`config.mk`:
```
export PLATFORM = sky130hd
export DESIGN_NAME = uart_tx_fifo_flat
export DESIGN_NICKNAME = d
export VERILOG_FILES = /design/src/rtl/uart_tx_fifo_pkg.sv /design/src/rtl/uart_tx_fifo_if.sv /design/src/rtl/uart_tx_fifo_mem.sv /design/src/rtl/uart_tx_fifo.sv /design/src/flat_wrapper.sv
export SDC_FILE = /design/constraint.sdc
export NUM_CORES = 1
export LEC_CHECK = 0
export BUFFER_PORTS_ARGS = -buffer_cell sky130_fd_sc_hd__buf_2
export CAP_MARGIN = 0
export CORE_ASPECT_RATIO = 1.5
export CORE_UTILIZATION = 31
export DETAILED_ROUTE_END_ITERATION = 7
export MAX_ROUTING_LAYER = met4
export PLACE_DENSITY_LB_ADDON = 0.25
export SYNTH_ARGS = -nofsm -noshare
export SYNTH_HDL_FRONTEND = slang
export SYNTH_SLANG_ARGS = --single-unit
```
`constraint.sdc`:
```
create_clock -name clk -period 4.94 [get_ports clk]
set_input_delay 0.988 -clock clk [delete_from_list [all_inputs] [get_ports clk]]
set_output_delay 0.988 -clock clk [all_outputs]
set_load 0.005 [all_outputs]
```
`src/rtl/uart_tx_fifo_pkg.sv`:
```
// ---------------------------------------------------------------------------
// uart_pkg: shared definitions for the UART transmit FIFO / launch sequencer.
//   tx_state_t  : launch sequencer states
//   UART_WIDTH  : default data bits per UART character
// ---------------------------------------------------------------------------
package uart_pkg;

    typedef enum logic [1:0] {
        IDLE      = 2'd0,
        LAUNCH    = 2'd1,
        WAIT_BUSY = 2'd2,
        WAIT_DONE = 2'd3
    } tx_state_t;

    localparam int UART_WIDTH = 8;

endpackage

```
`src/rtl/uart_tx_fifo_if.sv`:
```
// ---------------------------------------------------------------------------
// uart_tx_fifo_if: producer-side push signals and transmitter-side launch
// signals of the UART transmit FIFO.
//   slave  : the FIFO itself (takes wr_en/wr_data/tx_busy, drives the rest)
//   master : producer + transmitter side
// Signals:
//   wr_en, wr_data   push request and byte
//   full, empty      occupancy flags, combinational from count
//   count            stored entries 0..DEPTH
//   overflow         one-cycle pulse when a push is dropped
//   tx_data          byte presented to the transmitter (registered)
//   tx_start         one-cycle launch pulse (registered)
//   tx_busy          transmitter busy, synchronous to clk
//   timeout          one-cycle pulse when a launch is abandoned
// ---------------------------------------------------------------------------
interface uart_tx_fifo_if #(
    parameter int DEPTH = 16,
    parameter int WIDTH = 8
);
    logic                     wr_en;
    logic [WIDTH-1:0]         wr_data;
    logic                     full;
    logic                     empty;
    logic [$clog2(DEPTH):0]   count;
    logic                     overflow;
    logic [WIDTH-1:0]         tx_data;
    logic                     tx_start;
    logic                     tx_busy;
    logic                     timeout;

    modport slave (
        input  wr_en, wr_data, tx_busy,
        output full, empty, count, overflow, tx_data, tx_start, timeout
    );

    modport master (
        output wr_en, wr_data, tx_busy,
        input  full, empty, count, overflow, tx_data, tx_start, timeout
    );
endinterface

```
`src/rtl/uart_tx_fifo_mem.sv`:
```
// ---------------------------------------------------------------------------
// uart_tx_fifo_mem: DEPTH x WIDTH storage array for the UART transmit FIFO.
// Synchronous write port, combinational read port. No reset: contents are
// only meaningful between the pointers kept by the parent.
//   clk    clock
//   we     write enable
//   waddr  write address
//   wdata  write data
//   raddr  read address
//   rdata  read data (combinational)
// ---------------------------------------------------------------------------
module uart_tx_fifo_mem #(
    parameter int DEPTH = 16,
    parameter int WIDTH = 8
) (
    input  logic                     clk,
    input  logic                     we,
    input  logic [$clog2(DEPTH)-1:0] waddr,
    input  logic [WIDTH-1:0]         wdata,
    input  logic [$clog2(DEPTH)-1:0] raddr,
    output logic [WIDTH-1:0]         rdata
);
    logic [WIDTH-1:0] mem [DEPTH];

    always_ff @(posedge clk) begin
        if (we) begin
            mem[waddr] <= wdata;
        end
    end

    assign rdata = mem[raddr];
endmodule

```
`src/rtl/uart_tx_fifo.sv`:
```
// ---------------------------------------------------------------------------
// uart_tx_fifo: byte FIFO plus launch sequencer feeding a UART transmitter.
// Producers push at clock rate; the sequencer pops one byte at a time,
// pulses tx_start and follows tx_busy through the frame.
// Ports:
//   clk, rst   clock and asynchronous active-high reset
//   bus        uart_tx_fifo_if.slave (push side + transmitter side)
//   drop_cnt    (UART_TX_FIFO_STATS_EN only) saturating dropped-push count
//   timeout_cnt (UART_TX_FIFO_STATS_EN only) saturating abandoned-launch count
// Optional feature macro: UART_TX_FIFO_STATS_EN
// ---------------------------------------------------------------------------
module uart_tx_fifo
    import uart_pkg::*;
#(
    parameter int DEPTH    = 16,
    parameter int WIDTH    = UART_WIDTH,
    parameter int WAIT_MAX = 1023
) (
    input  logic          clk,
    input  logic          rst,
`ifdef UART_TX_FIFO_STATS_EN
    output logic [15:0]   drop_cnt,
    output logic [7:0]    timeout_cnt,
`endif
    uart_tx_fifo_if.slave bus
);
    localparam int AW = $clog2(DEPTH);
    localparam int CW = AW + 1;
    localparam int WW = (WAIT_MAX < 1) ? 1 : $clog2(WAIT_MAX + 1);

    logic [AW-1:0]    wr_ptr;
    logic [AW-1:0]    rd_ptr;
    logic [CW-1:0]    count;
    logic [WIDTH-1:0] rd_data;
    logic [WW-1:0]    wait_cnt;
    logic             is_full;
    logic             is_empty;
    logic             push;
    logic             drop;
    logic             pop;
    logic             give_up;
    tx_state_t        state;
    tx_state_t        state_nxt;

    assign is_full   = (count == CW'(DEPTH));
    assign is_empty  = (count == '0);
    assign bus.full  = is_full;
    assign bus.empty = is_empty;
    assign bus.count = count;

    // Full is judged on the pre-edge count, so a push while full is dropped
    // even when the sequencer pops in the same cycle.
    assign push = bus.wr_en && !is_full;
    assign drop = bus.wr_en && is_full;

    uart_tx_fifo_mem #(
        .DEPTH (DEPTH),
        .WIDTH (WIDTH)
    ) u_mem (
        .clk   (clk),
        .we    (push),
        .waddr (wr_ptr),
        .wdata (bus.wr_data),
        .raddr (rd_ptr),
        .rdata (rd_data)
    );

    always_ff @(posedge clk or posedge rst) begin
        if (rst) begin
            state <= IDLE;
        end else begin
            state <= state_nxt;
        end
    end

    always_comb begin
        state_nxt = state;
        pop       = 1'b0;
        give_up   = 1'b0;
        case (state)
            IDLE: begin
                if (!is_empty && !bus.tx_busy) begin
                    pop       = 1'b1;
                    state_nxt = LAUNCH;
                end
            end
            LAUNCH: begin
                state_nxt = WAIT_BUSY;
            end
            WAIT_BUSY: begin
                if (bus.tx_busy) begin
                    state_nxt = WAIT_DONE;
                end else if (wait_cnt == WW'(WAIT_MAX)) begin
                    // Transmitter never picked the byte up; it is lost.
                    give_up   = 1'b1;
                    state_nxt = IDLE;
                end
            end
            WAIT_DONE: begin
                if (!bus.tx_busy) begin
                    state_nxt = IDLE;
                end
            end
            default: state_nxt = IDLE;
        endcase
    end

    always_ff @(posedge clk or posedge rst) begin
        if (rst) begin
            wr_ptr       <= '0;
            rd_ptr       <= '0;
            count        <= '0;
            wait_cnt     <= '0;
            bus.tx_data  <= '0;
            bus.tx_start <= 1'b0;
            bus.overflow <= 1'b0;
            bus.timeout  <= 1'b0;
        end else begin
            if (push) begin
                wr_ptr <= wr_ptr + 1'b1;
            end
            if (pop) begin
                rd_ptr      <= rd_ptr + 1'b1;
                bus.tx_data <= rd_data;
            end
            case ({push, pop})
                2'b10:   count <= count + 1'b1;
                2'b01:   count <= count - 1'b1;
                default: count <= count;
            endcase
            bus.tx_start <= pop;
            bus.overflow <= drop;
            bus.timeout  <= give_up;
            if (state == LAUNCH) begin
                wait_cnt <= '0;
            end else if (state == WAIT_BUSY && !bus.tx_busy && !give_up) begin
                wait_cnt <= wait_cnt + 1'b1;
            end
        end
    end

`ifdef UART_TX_FIFO_STATS_EN
    always_ff @(posedge clk or posedge rst) begin
        if (rst) begin
            drop_cnt    <= '0;
            timeout_cnt <= '0;
        end else begin
            if (drop && drop_cnt != 16'hFFFF) begin
                drop_cnt <= drop_cnt + 1'b1;
            end
            if (give_up && timeout_cnt != 8'hFF) begin
                timeout_cnt <= timeout_cnt + 1'b1;
            end
        end
    end
`endif
endmodule

```
`src/flat_wrapper.sv`:
```
// flat-port wrapper written by rule: the top's interface ports become plain ports
module uart_tx_fifo_flat import uart_pkg::*;
#(
    parameter int DEPTH    = 16,
    parameter int WIDTH    = UART_WIDTH,
    parameter int WAIT_MAX = 1023
)
  (clk, rst, bus_wr_en, bus_wr_data, bus_tx_busy, bus_full, bus_empty, bus_count, bus_overflow, bus_tx_data, bus_tx_start, bus_timeout);
  uart_tx_fifo_if #(.DEPTH(DEPTH), .WIDTH(WIDTH)) bus_i ();
  input  logic clk;
  input  logic rst;
  input wire logic [$bits(bus_i.wr_en)-1:0] bus_wr_en;
  input wire logic [$bits(bus_i.wr_data)-1:0] bus_wr_data;
  input wire logic [$bits(bus_i.tx_busy)-1:0] bus_tx_busy;
  output wire logic [$bits(bus_i.full)-1:0] bus_full;
  output wire logic [$bits(bus_i.empty)-1:0] bus_empty;
  output wire logic [$bits(bus_i.count)-1:0] bus_count;
  output wire logic [$bits(bus_i.overflow)-1:0] bus_overflow;
  output wire logic [$bits(bus_i.tx_data)-1:0] bus_tx_data;
  output wire logic [$bits(bus_i.tx_start)-1:0] bus_tx_start;
  output wire logic [$bits(bus_i.timeout)-1:0] bus_timeout;
  assign bus_i.wr_en = bus_wr_en;
  assign bus_i.wr_data = bus_wr_data;
  assign bus_i.tx_busy = bus_tx_busy;
  assign bus_full = bus_i.full;
  assign bus_empty = bus_i.empty;
  assign bus_count = bus_i.count;
  assign bus_overflow = bus_i.overflow;
  assign bus_tx_data = bus_i.tx_data;
  assign bus_tx_start = bus_i.tx_start;
  assign bus_timeout = bus_i.timeout;
  uart_tx_fifo #(.DEPTH(DEPTH), .WIDTH(WIDTH), .WAIT_MAX(WAIT_MAX)) u_core (.clk(clk), .rst(rst), .bus(bus_i));
endmodule
```
==> metrics.cfg, run 1 <==
[outcome]
outcome=complete, no violations

[die]
initial_utilization_pct=31.79
dieArea_sq_um=22370
ioPinCount=30
die_y_um=182.7
die_w_um=122.5
core_area_sq_um=21230
rows=65

[worst_setup_path]
cp.arrival_ns=4.01
slowest_stage=or4_1
crit_path_start_kind=flop
r2r_cells=11
r2r_start=u_core.bus.count[1]
crit_path_cell_trace=nor4_1 -> nor2b_1 -> or4_1 -> inv_2 -> ha_1 -> ha_1 -> nor2b_1 -> o21ai_0 -> a21oi_1 -> or3b_2 -> xnor2_1
endpoint_kind=flop
cp_slowest_stage_delay_ns=0.57
required_ns=5.24
worstPathMaxFanout=20
r2r_end=u_core.bus.count[4]
worstSetupPathType=flop to flop
r2r_slack_ns=1.23

[sta]
max_freq_mhz=269.9
post-route-min-period_ns=3.706
tightestPinTransition_ns=0.9300
skew_ns=0.008360
setup_violations=0
tns_ns=0
rsz0062_at_grt=false
fin_crit_sh_pct=75.01
relSlewSlack_pct=37.77
finalHoldViolCount=0
finalMaxSlewViolations=0

[routing]
firstDrtPassIters=4
drc=0
vias=3366
wl_per_cell_um=17.75
wl_um=12550
drtIter0Drc=180
drt-vias-per-instance=4.761
ant_nets=0

[cells_and_area]
fill_cells=1952
diodes=0
final_cell_mix=128 x edfxtp_1, 40 x nand2_1, 35 x dfrtp_1, 29 x buf_2
nets=449
drive_gt1_share_pct=21.41
syn_to_final_growth_pct=15.15
layoutNonFillerInstCount=707
layout_commonest_cell=edfxtp_1

[run]
max-cap-violations=0

[synth]
synth_mux_area_share_pct=14.74
synth_fa_ha_area_share_pct=2.151
yosysSeqAreaShare_pct=70.31
syn-cell-area_sq_um=6748
avgSynthCellArea_sq_um=17.35
synth_top_family_by_area=multiplexers
ys_seq_elements=164
yosysWarnings=0
synth_fp_nets=412
synth_edf_count=128
ys.flop_type=edfxtp_1
synth_xor_area_share_pct=1.687
yosys.area_share.simple_pct=6.304
synth_compound_area_share_pct=2.392
synth_cells=389
ys_types=42
ys_async_sr_fraction_pct=21.95

[placement]
dp.cells=675
place_congestion=0.7159
port_buffers=29
place_hpwl_um=8389

[clock_tree]
htreeDepth=4
clockBufferDepth=2
post_cts_buffers=0
clkSinkCount=164
cts_tree=built
hold_buffers=0
cts_root_buf=clkbuf_16
clk_latency_ns=0.42
cts.clk_slew.worst_paths_ns=0.07
cts_buffers=17
ctsResizeCount=0

[grt]
grt_pass1_wl_um=19710
antenna_found_initial=0
grt_pass1_vias=3471
grt_max_degree=37
grt_use_total_pct=12.47
grt_overflow_total=0

[worst_hold_path]
hold_depth=2
worstHoldEndpoint=u_core.bus.tx_data[3]
hp-class=flop to flop
worstHoldStart=u_core.bus.tx_data[3]

[pwr]
p_leak_nw=2.804
peakVddDrop_v=0.0002302
power.density_nw_per_um2=559.5

cell usage after synthesis, drive strengths merged, types with 2 or more instances:
master | number | area [sq um]
mux2i | 12 | 120.1
mux4 | 32 | 784.5
o21ai | 23 | 115.1
nand2 | 40 | 150.1
nand3 | 5 | 25.02
and3 | 2 | 12.51
ha | 10 | 125.1
buf | 15 | 110.1
inv | 11 | 41.29
nor2b | 4 | 25.02
nor3 | 7 | 40.04
xnor2 | 10 | 87.58
edfxtp | 128 | 3844
a21oi | 3 | 15.01
nor2 | 16 | 60.06
dfrtp | 36 | 900.9
mux2 | 8 | 90.09
nand2b | 3 | 18.77
nand4 | 6 | 37.54
clkbuf | 3 | 11.26
xor2 | 3 | 26.28
area by class of cell:
class                           instances  area (sq um)  area share, %
Sequential cell                       164          4746          61.08
Multi-Input combinational cell        196          1846          23.75
Clock buffer                           19         432.9          5.572
Tap cell                              268         335.3          4.316
Timing Repair Buffer                   36         197.7          2.544
Clock inverter                         13         171.4          2.206
Inverter                               11         41.29         0.5314
power breakdown:
part	switching [mW]	internal, mW	leakage, nW
registers	0.128	1.71	1.61
logic	0.619	0.541	0.906
clock network	0.547	0.803	0.284
metal layers:
layer	part of all wire (%)	up-vias	global-route usage, %
met5	0	-	-
met4	1.5	0	5.122
met3	2.8	12	2.563
met2	55	45	21.46
met1	41	1740	13.86
li1	-	1569	-
through the flow:
step / utilization [%] / worst slack [ns] / hold slack [ns] / instance area [sq um] / power, mW
2_1_floorplan: - / 1.676 / 0.4451 / 6748 / 2.748
3_3_place_gp: 33.76 / 1.019 / 0.4661 / 7166 / 3.031
3_5_place_dp: 33.76 / 0.9362 / 0.4724 / 7166 / 3.060
4_1_cts: 36.60 / 1.184 / 0.4862 / 7770 / 4.412
5_1_grt: 36.60 / 0.8967 / 0.5179 / 7770 / 4.577
6_report: 36.60 / 1.234 / 0.4791 / 7770 / 4.347
registers in the layout (all words and copies together) (netlist names):
| signal | flops |
|---|---|
| u_core.bus.count | 5 |
| u_core.bus.overflow | 1 |
| u_core.bus.timeout | 1 |
| u_core.bus.tx_data | 8 |
| u_core.bus.tx_start | 1 |
| u_core.rd_ptr | 4 |
| u_core.state | 2 |
| u_core.u_mem.mem | 128 |
| u_core.wait_cnt | 10 |
| u_core.wr_ptr | 4 |
worst max path at each step:
| stage | start | end | slack (ns) | cells past startpoint |
|---|---|---|---|---|
| after CTS | u_core.bus.count[0] | u_core.bus.count[4] | 1.18 | 11 |
| after global routing | u_core.bus.count[1] | u_core.bus.count[4] | 0.90 | 11 |
| after detailed placement | bus_tx_busy | u_core.bus.count[4] | 0.94 | 11 |
| after global placement | bus_tx_busy | u_core.bus.count[4] | 1.02 | 11 |
| after floorplan | bus_tx_busy | u_core.bus.count[4] | 1.68 | 10 |
| final | u_core.bus.count[1] | u_core.bus.count[4] | 1.23 | 11 |
worst max-delay path: cells and delay by family, from the launching register on:
kind / cells / cell delay, ns
compound gates: 2 / 0.31
xor+xnor: 1 / 0.13
fa+ha+maj: 2 / 0.63
buf+inv: 1 / 0.16
flops: 1 / 0.42
simple gates: 5 / 1.94
logic make-up after synthesis:
| logic type | Yosys count |
|---|---|
| AO/OA/AOI/OAI | 30 |
| XOR/XNOR | 13 |
| adder cells (fa/ha/maj) | 11 |
| buffers and inverters | 29 |
| flip-flops | 164 |
| multiplexers | 52 |
| AND/OR/NAND/NOR | 90 |
(Power assumes the default switching activity.)
==> run 2, diff against run 1 <==
clock period = 3.6 ns   (was 4.94 ns; I/O delays follow)
==> metrics.cfg, run 2 (synthesis results as in run 1) <==
[outcome]
outcome=complete, no violations  ; unchanged

[clock_tree]
ctsResizeCount=0  ; unchanged
clockBufferDepth=2  ; unchanged
clkSinkCount=164  ; unchanged
clk_latency_ns=0.43  ; was 0.42 ns
htreeDepth=4  ; unchanged
post_cts_buffers=0  ; unchanged
cts.clk_slew.worst_paths_ns=0.07  ; about the same
cts_root_buf=clkbuf_16  ; unchanged
cts_tree=built  ; unchanged
hold_buffers=0  ; unchanged
cts_buffers=17  ; unchanged

[cells_and_area]
finish.utilization_pct=36.66  ; was 36.60%
seqCellArea_sq_um=4746  ; unchanged
largest_reg_flops=128  ; unchanged
multi_input_area_sq_um=1841  ; was 1846 sq um
syn_to_final_growth_pct=15.33  ; was 15.15%
nets=457  ; was 449
fill_cells=1968  ; was 1952
layout_commonest_cell=edfxtp_1  ; unchanged
final_cell_mix=128 x edfxtp_1, 40 x nand2_1, 35 x dfrtp_1, 29 x buf_2  ; unchanged
top_register=u_core.u_mem.mem  ; unchanged
largestRegisters=u_core.u_mem.mem (128), u_core.wait_cnt (10), u_core.bus.tx_data (8)  ; unchanged
drive_gt1_share_pct=22.82  ; was 21.41%
diodes=0  ; unchanged

[worst_setup_path]
r2r_cells=12  ; was 11
crit_path_start_kind=flop  ; unchanged
worstPathMaxFanout=9  ; was 20
r2r_slack_ns=0.51  ; was 1.23 ns
r2r_end=u_core.bus.count[4]  ; unchanged
worstSetupPathType=flop to flop  ; unchanged
endpoint_kind=flop  ; unchanged
r2r_start=u_core.bus.count[0]  ; was u_core.bus.count[1]
cp.arrival_ns=3.40  ; was 4.01 ns
required_ns=3.91  ; was 5.24 ns

[pwr]
sequentialPowerShare_pct=45.7  ; was 42.3%
peakVddDrop_v=0.0003364  ; was 0.0002302 V
p_leak_nw=2.837  ; was 2.804 nW
p_int_mw=4.034  ; was 3.053 mW
combPwrFrac_pct=25.1  ; was 26.7%
power_mw=5.873  ; was 4.347 mW
power.density_nw_per_um2=754.6  ; was 559.5 nW/um^2
clock_power_share_pct=29.2  ; was 31.1%
p_sw_share_pct=31.30  ; was 29.78%
p_sw_mw=1.838  ; was 1.295 mW

[placement]
place_hpwl_um=8730  ; was 8389 um
dp_slack_ns=0.3312  ; was 0.9362 ns
place_congestion=0.7401  ; was 0.7159
port_buffers=29  ; unchanged

[sta]
setup_violations=0  ; unchanged
relSlewSlack_pct=26.91  ; was 37.77%
fin_crit_sh_pct=85.79  ; was 75.01%
fin_hold_ws_ns=0.4809  ; was 0.4791 ns
rsz0062_at_grt=false  ; unchanged
tightestPinTransition_ns=1.096  ; was 0.9300 ns
finalMaxSlewViolations=0  ; unchanged
max_freq_mhz=323.8  ; was 269.9 MHz
post-route-min-period_ns=3.088  ; was 3.706 ns
setup_ws_ns=0.5116  ; was 1.234 ns
skew_ns=0.009302  ; was 0.008360 ns
tns_ns=0  ; unchanged
finalHoldViolCount=0  ; unchanged

[routing]
ant_nets=0  ; unchanged
drc=0  ; unchanged
drtIter0Drc=172  ; was 180
drt-vias-per-instance=4.748  ; was 4.761
wl_um=12920  ; was 12550 um
wl_per_cell_um=18.07  ; was 17.75 um
firstDrtPassIters=4  ; unchanged
vias=3395  ; was 3366

[grt]
grt_overflow_total=0  ; unchanged
grt_use_total_pct=13.08  ; was 12.47%
grt_max_degree=28  ; was 37
antenna_found_initial=0  ; unchanged
grt_pass1_wl_um=20620  ; was 19710 um
grt_pass1_vias=3649  ; was 3471

[die]
ioPinCount=30  ; unchanged
initial_utilization_pct=31.79  ; unchanged
dieArea_sq_um=22370  ; unchanged
rows=65  ; unchanged
die_w_um=122.5  ; unchanged
die_y_um=182.7  ; unchanged
core_area_sq_um=21230  ; unchanged

[worst_hold_path]
hp-class=flop to flop  ; unchanged
worstHoldStart=u_core.bus.tx_data[3]  ; unchanged
hold_depth=2  ; unchanged
worstHoldEndpoint=u_core.bus.tx_data[3]  ; unchanged

[run]
max-cap-violations=0  ; unchanged

## run 2: changes by cell type in the layout (fill, tap and decap cells not counted), sizes merged
| cell | before | now |
|---|---|---|
| buf | 36 | 44 |
| inv | 15 | 20 |
| bufinv | 3 | 0 |
| clkinv | 3 | 6 |
| clkinvlp | 3 | 0 |
| clkbuf | 19 | 17 |
## run 2: how the worst max path moves through the flow
stage | startpoint | cells after the start | slack, ns | endpoint
5_1_grt | u_core.bus.count[0] | 12 | 0.29 | u_core.bus.count[4]
6_report | u_core.bus.count[0] | 12 | 0.51 | u_core.bus.count[4]
4_1_cts | u_core.bus.count[0] | 12 | 0.50 | u_core.bus.count[4]
2_1_floorplan | bus_tx_busy | 10 | 0.60 | u_core.bus.count[4]
3_3_place_gp | bus_tx_busy | 11 | 0.35 | u_core.bus.count[4]
3_5_place_dp | bus_tx_busy | 11 | 0.33 | u_core.bus.count[4]
## run 2: worst max-delay path: stages, from the launching register on
cell	delay (ns)
dfrtp_1	0.43
nor4_1	0.42
nand2_1	0.12
and2_1	0.28
inv_1	0.09
ha_1	0.23
inv_1	0.10
fa_1	0.40
nor2b_1	0.12
o21ai_0	0.11
nand3_1	0.09
or3b_2	0.45
xnor2_1	0.13
## run 2: final cells by class
type                            instances  share of cell area (%)
Clock inverter                         15                   1.752
Inverter                               11                  0.5305
Tap cell                              268                   4.309
Clock buffer                           17                   5.466
Timing Repair Buffer                   44                   3.312
Multi-Input combinational cell        196                   23.65
Sequential cell                       164                   60.98
## run 2: through the flow
| step | cell area [sq um] | instances |
|---|---|---|
| final | 7782 | 715 |
| after CTS | 7782 | 715 |
| after detailed placement | 7221 | 683 |
| after global placement | 7221 | 683 |
| after global routing | 7782 | 715 |
| after floorplan | 6748 | 389 |
## run 2: power by group through the flow
stage	logic, mW	clock network, mW	registers [mW]
final	1.48	1.71	2.68
after global routing	1.63	1.83	2.74
after CTS	1.51	1.76	2.70
after detailed placement	1.51	0	2.74
after global placement	1.47	0	2.72
after floorplan	1.28	0	2.49
## run 2: per-layer routing
layer	share of wire [%]	GRT usage, %
met1	40	14.19
met2	55	22.88
met3	3.1	2.594
met4	1.6	5.561
met5	0	-
==> run 3, diff against run 2 <==
CORE_UTILIZATION = 40   (was 31)
==> metrics.cfg, run 3 (synthesis results as in run 1) <==
[run]
max-cap-violations=0  ; unchanged

[die]
dieArea_sq_um=17400  ; was 22370 sq um
die_w_um=108.1  ; was 122.5 um
initial_utilization_pct=41.32  ; was 31.79%
ioPinCount=30  ; unchanged
die_y_um=161.1  ; was 182.7 um
rows=57  ; was 65
core_area_sq_um=16330  ; was 21230 sq um

[cells_and_area]
final_area_sq_um=7705  ; was 7782 sq um
diodes=0  ; unchanged
drive_gt1_share_pct=21.80  ; was 22.82%
syn_to_final_growth_pct=14.19  ; was 15.33%
layout_commonest_cell=edfxtp_1  ; unchanged
multi_input_area_sq_um=1841  ; unchanged
seqCellArea_sq_um=4746  ; unchanged
largestRegisters=u_core.u_mem.mem (128), u_core.wait_cnt (10), u_core.bus.tx_data (8)  ; unchanged
top_register=u_core.u_mem.mem  ; unchanged
fill_cells=1386  ; was 1968
largest_reg_flops=128  ; unchanged
layoutNonFillerInstCount=651  ; was 715
nets=455  ; was 457
final_cell_mix=128 x edfxtp_1, 40 x nand2_1, 35 x dfrtp_1, 29 x buf_2, 19 x clkbuf_16  ; was 128 x edfxtp_1, 40 x nand2_1, 35 x dfrtp_1, 29 x buf_2

[pwr]
p_leak_nw=2.828  ; was 2.837 nW
peakVddDrop_v=0.0004277  ; was 0.0003364 V
power.density_nw_per_um2=760.4  ; was 754.6 nW/um^2
power_mw=5.859  ; was 5.873 mW

[sta]
setup_violations=0  ; unchanged
post-route-min-period_ns=3.209  ; was 3.088 ns
rsz0062_at_grt=false  ; unchanged
fin_crit_sh_pct=89.13  ; was 85.79%
relSlewSlack_pct=29.32  ; was 26.91%
max_freq_mhz=311.7  ; was 323.8 MHz
finalHoldViolCount=0  ; unchanged
tns_ns=0  ; unchanged
skew_ns=0.01288  ; was 0.009302 ns
tightestPinTransition_ns=1.060  ; was 1.096 ns
finalMaxSlewViolations=0  ; unchanged

[placement]
place_hpwl_um=8325  ; was 8730 um
port_buffers=29  ; unchanged
dp.cells=619  ; was 683
place_congestion=0.7547  ; was 0.7401
place_area_sq_um=7128  ; was 7221 sq um

[routing]
wl_per_cell_um=18.78  ; was 18.07 um
firstDrtPassIters=4  ; unchanged
drt-vias-per-instance=5.152  ; was 4.748
drc=0  ; unchanged
vias=3354  ; was 3395
drtIter0Drc=147  ; was 172
wl_um=12230  ; was 12920 um
ant_nets=0  ; unchanged

[clock_tree]
hold_buffers=0  ; unchanged
cts.clk_slew.worst_paths_ns=0.06  ; was 0.07 ns
clk_latency_ns=0.42  ; was 0.43 ns
cts_root_buf=clkbuf_16  ; unchanged
post_cts_buffers=0  ; unchanged
clkSinkCount=164  ; unchanged
htreeDepth=4  ; unchanged
clockBufferDepth=2  ; unchanged
cts_tree=built  ; unchanged
cts_buffers=17  ; unchanged
ctsResizeCount=0  ; unchanged

[worst_hold_path]
worstHoldStart=u_core.bus.tx_data[1]  ; was u_core.bus.tx_data[3]
hp-class=flop to flop  ; unchanged

[worst_setup_path]
r2r_cells=12  ; unchanged
cp.arrival_ns=3.51  ; was 3.40 ns
crit_path_start_kind=flop  ; unchanged
endpoint=u_core.bus.count[4]  ; unchanged
r2r_slack_ns=0.39  ; was 0.51 ns
endpoint_kind=flop  ; unchanged
required_ns=3.90  ; was 3.91 ns
worstSetupPathType=flop to flop  ; unchanged
r2r_start=u_core.bus.count[0]  ; unchanged
worstPathMaxFanout=9  ; unchanged
r2r_end=u_core.bus.count[4]  ; unchanged
critPathLaunch=u_core.bus.count[0]  ; unchanged

[grt]
grt_pass1_wl_um=19240  ; was 20620 um
antenna_found_initial=0  ; unchanged
grt_pass1_vias=3613  ; was 3649
grt_use_total_pct=15.70  ; was 13.08%
grt_max_degree=36  ; was 28
grt_overflow_total=0  ; unchanged

[outcome]
outcome=complete, no violations  ; unchanged

-- run 3: where the power goes --
group	switching (mW)	internal, mW	total, mW
clock	0.690	1.05	1.74
sequential	0.272	2.34	2.62
combinational	0.741	0.764	1.51
total	1.70	4.16	5.86
-- run 3: worst min path at each step --
stage | endpoint | slack, ns | cells past startpoint
3_3_place_gp | u_core.bus.tx_data[1] | 0.47 | 2
6_report | u_core.bus.tx_data[1] | 0.48 | 2
3_5_place_dp | u_core.bus.tx_data[1] | 0.47 | 2
2_1_floorplan | u_core.wait_cnt[9] | 0.45 | 1
4_1_cts | u_core.bus.tx_data[1] | 0.49 | 2
5_1_grt | u_core.wait_cnt[7] | 0.52 | 1
-- run 3: cell type report --
type	count	share of cell area, %
Timing Repair Buffer	42	3.150
Inverter	11	0.5359
Sequential cell	164	61.59
Clock inverter	8	0.9419
Tap cell	206	3.345
Clock buffer	24	6.544
Multi-Input combinational cell	196	23.89
-- run 3: metal layers --
metal / track usage, % / share of wire, %
met3: 3.471 / 2.5
met1: 16.74 / 39
met2: 27.97 / 57
met5: - / 0
met4: 5.853 / 1.3
-- run 3: stage by stage --
stage / utilization [%] / worst slack [ns] / hold WS (ns)
5_1_grt: 47.18 / 0.07674 / 0.5185
4_1_cts: 47.18 / 0.4087 / 0.4900
3_5_place_dp: 43.65 / 0.3010 / 0.4747
3_3_place_gp: 43.65 / 0.3586 / 0.4721
2_1_floorplan: - / 0.6043 / 0.4451
6_report: 47.18 / 0.3913 / 0.4815
-- run 3: critical path, stage by stage, from the launching register on --
cell     delay [ns]
dfrtp_1        0.43
nor4_1         0.49
nand2_1        0.14
and2_1         0.28
inv_1          0.09
ha_1           0.22
inv_1          0.10
fa_1           0.40
nor2b_1        0.14
o21ai_0        0.12
nand3_1        0.10
or3b_2         0.46
xnor2_1        0.13
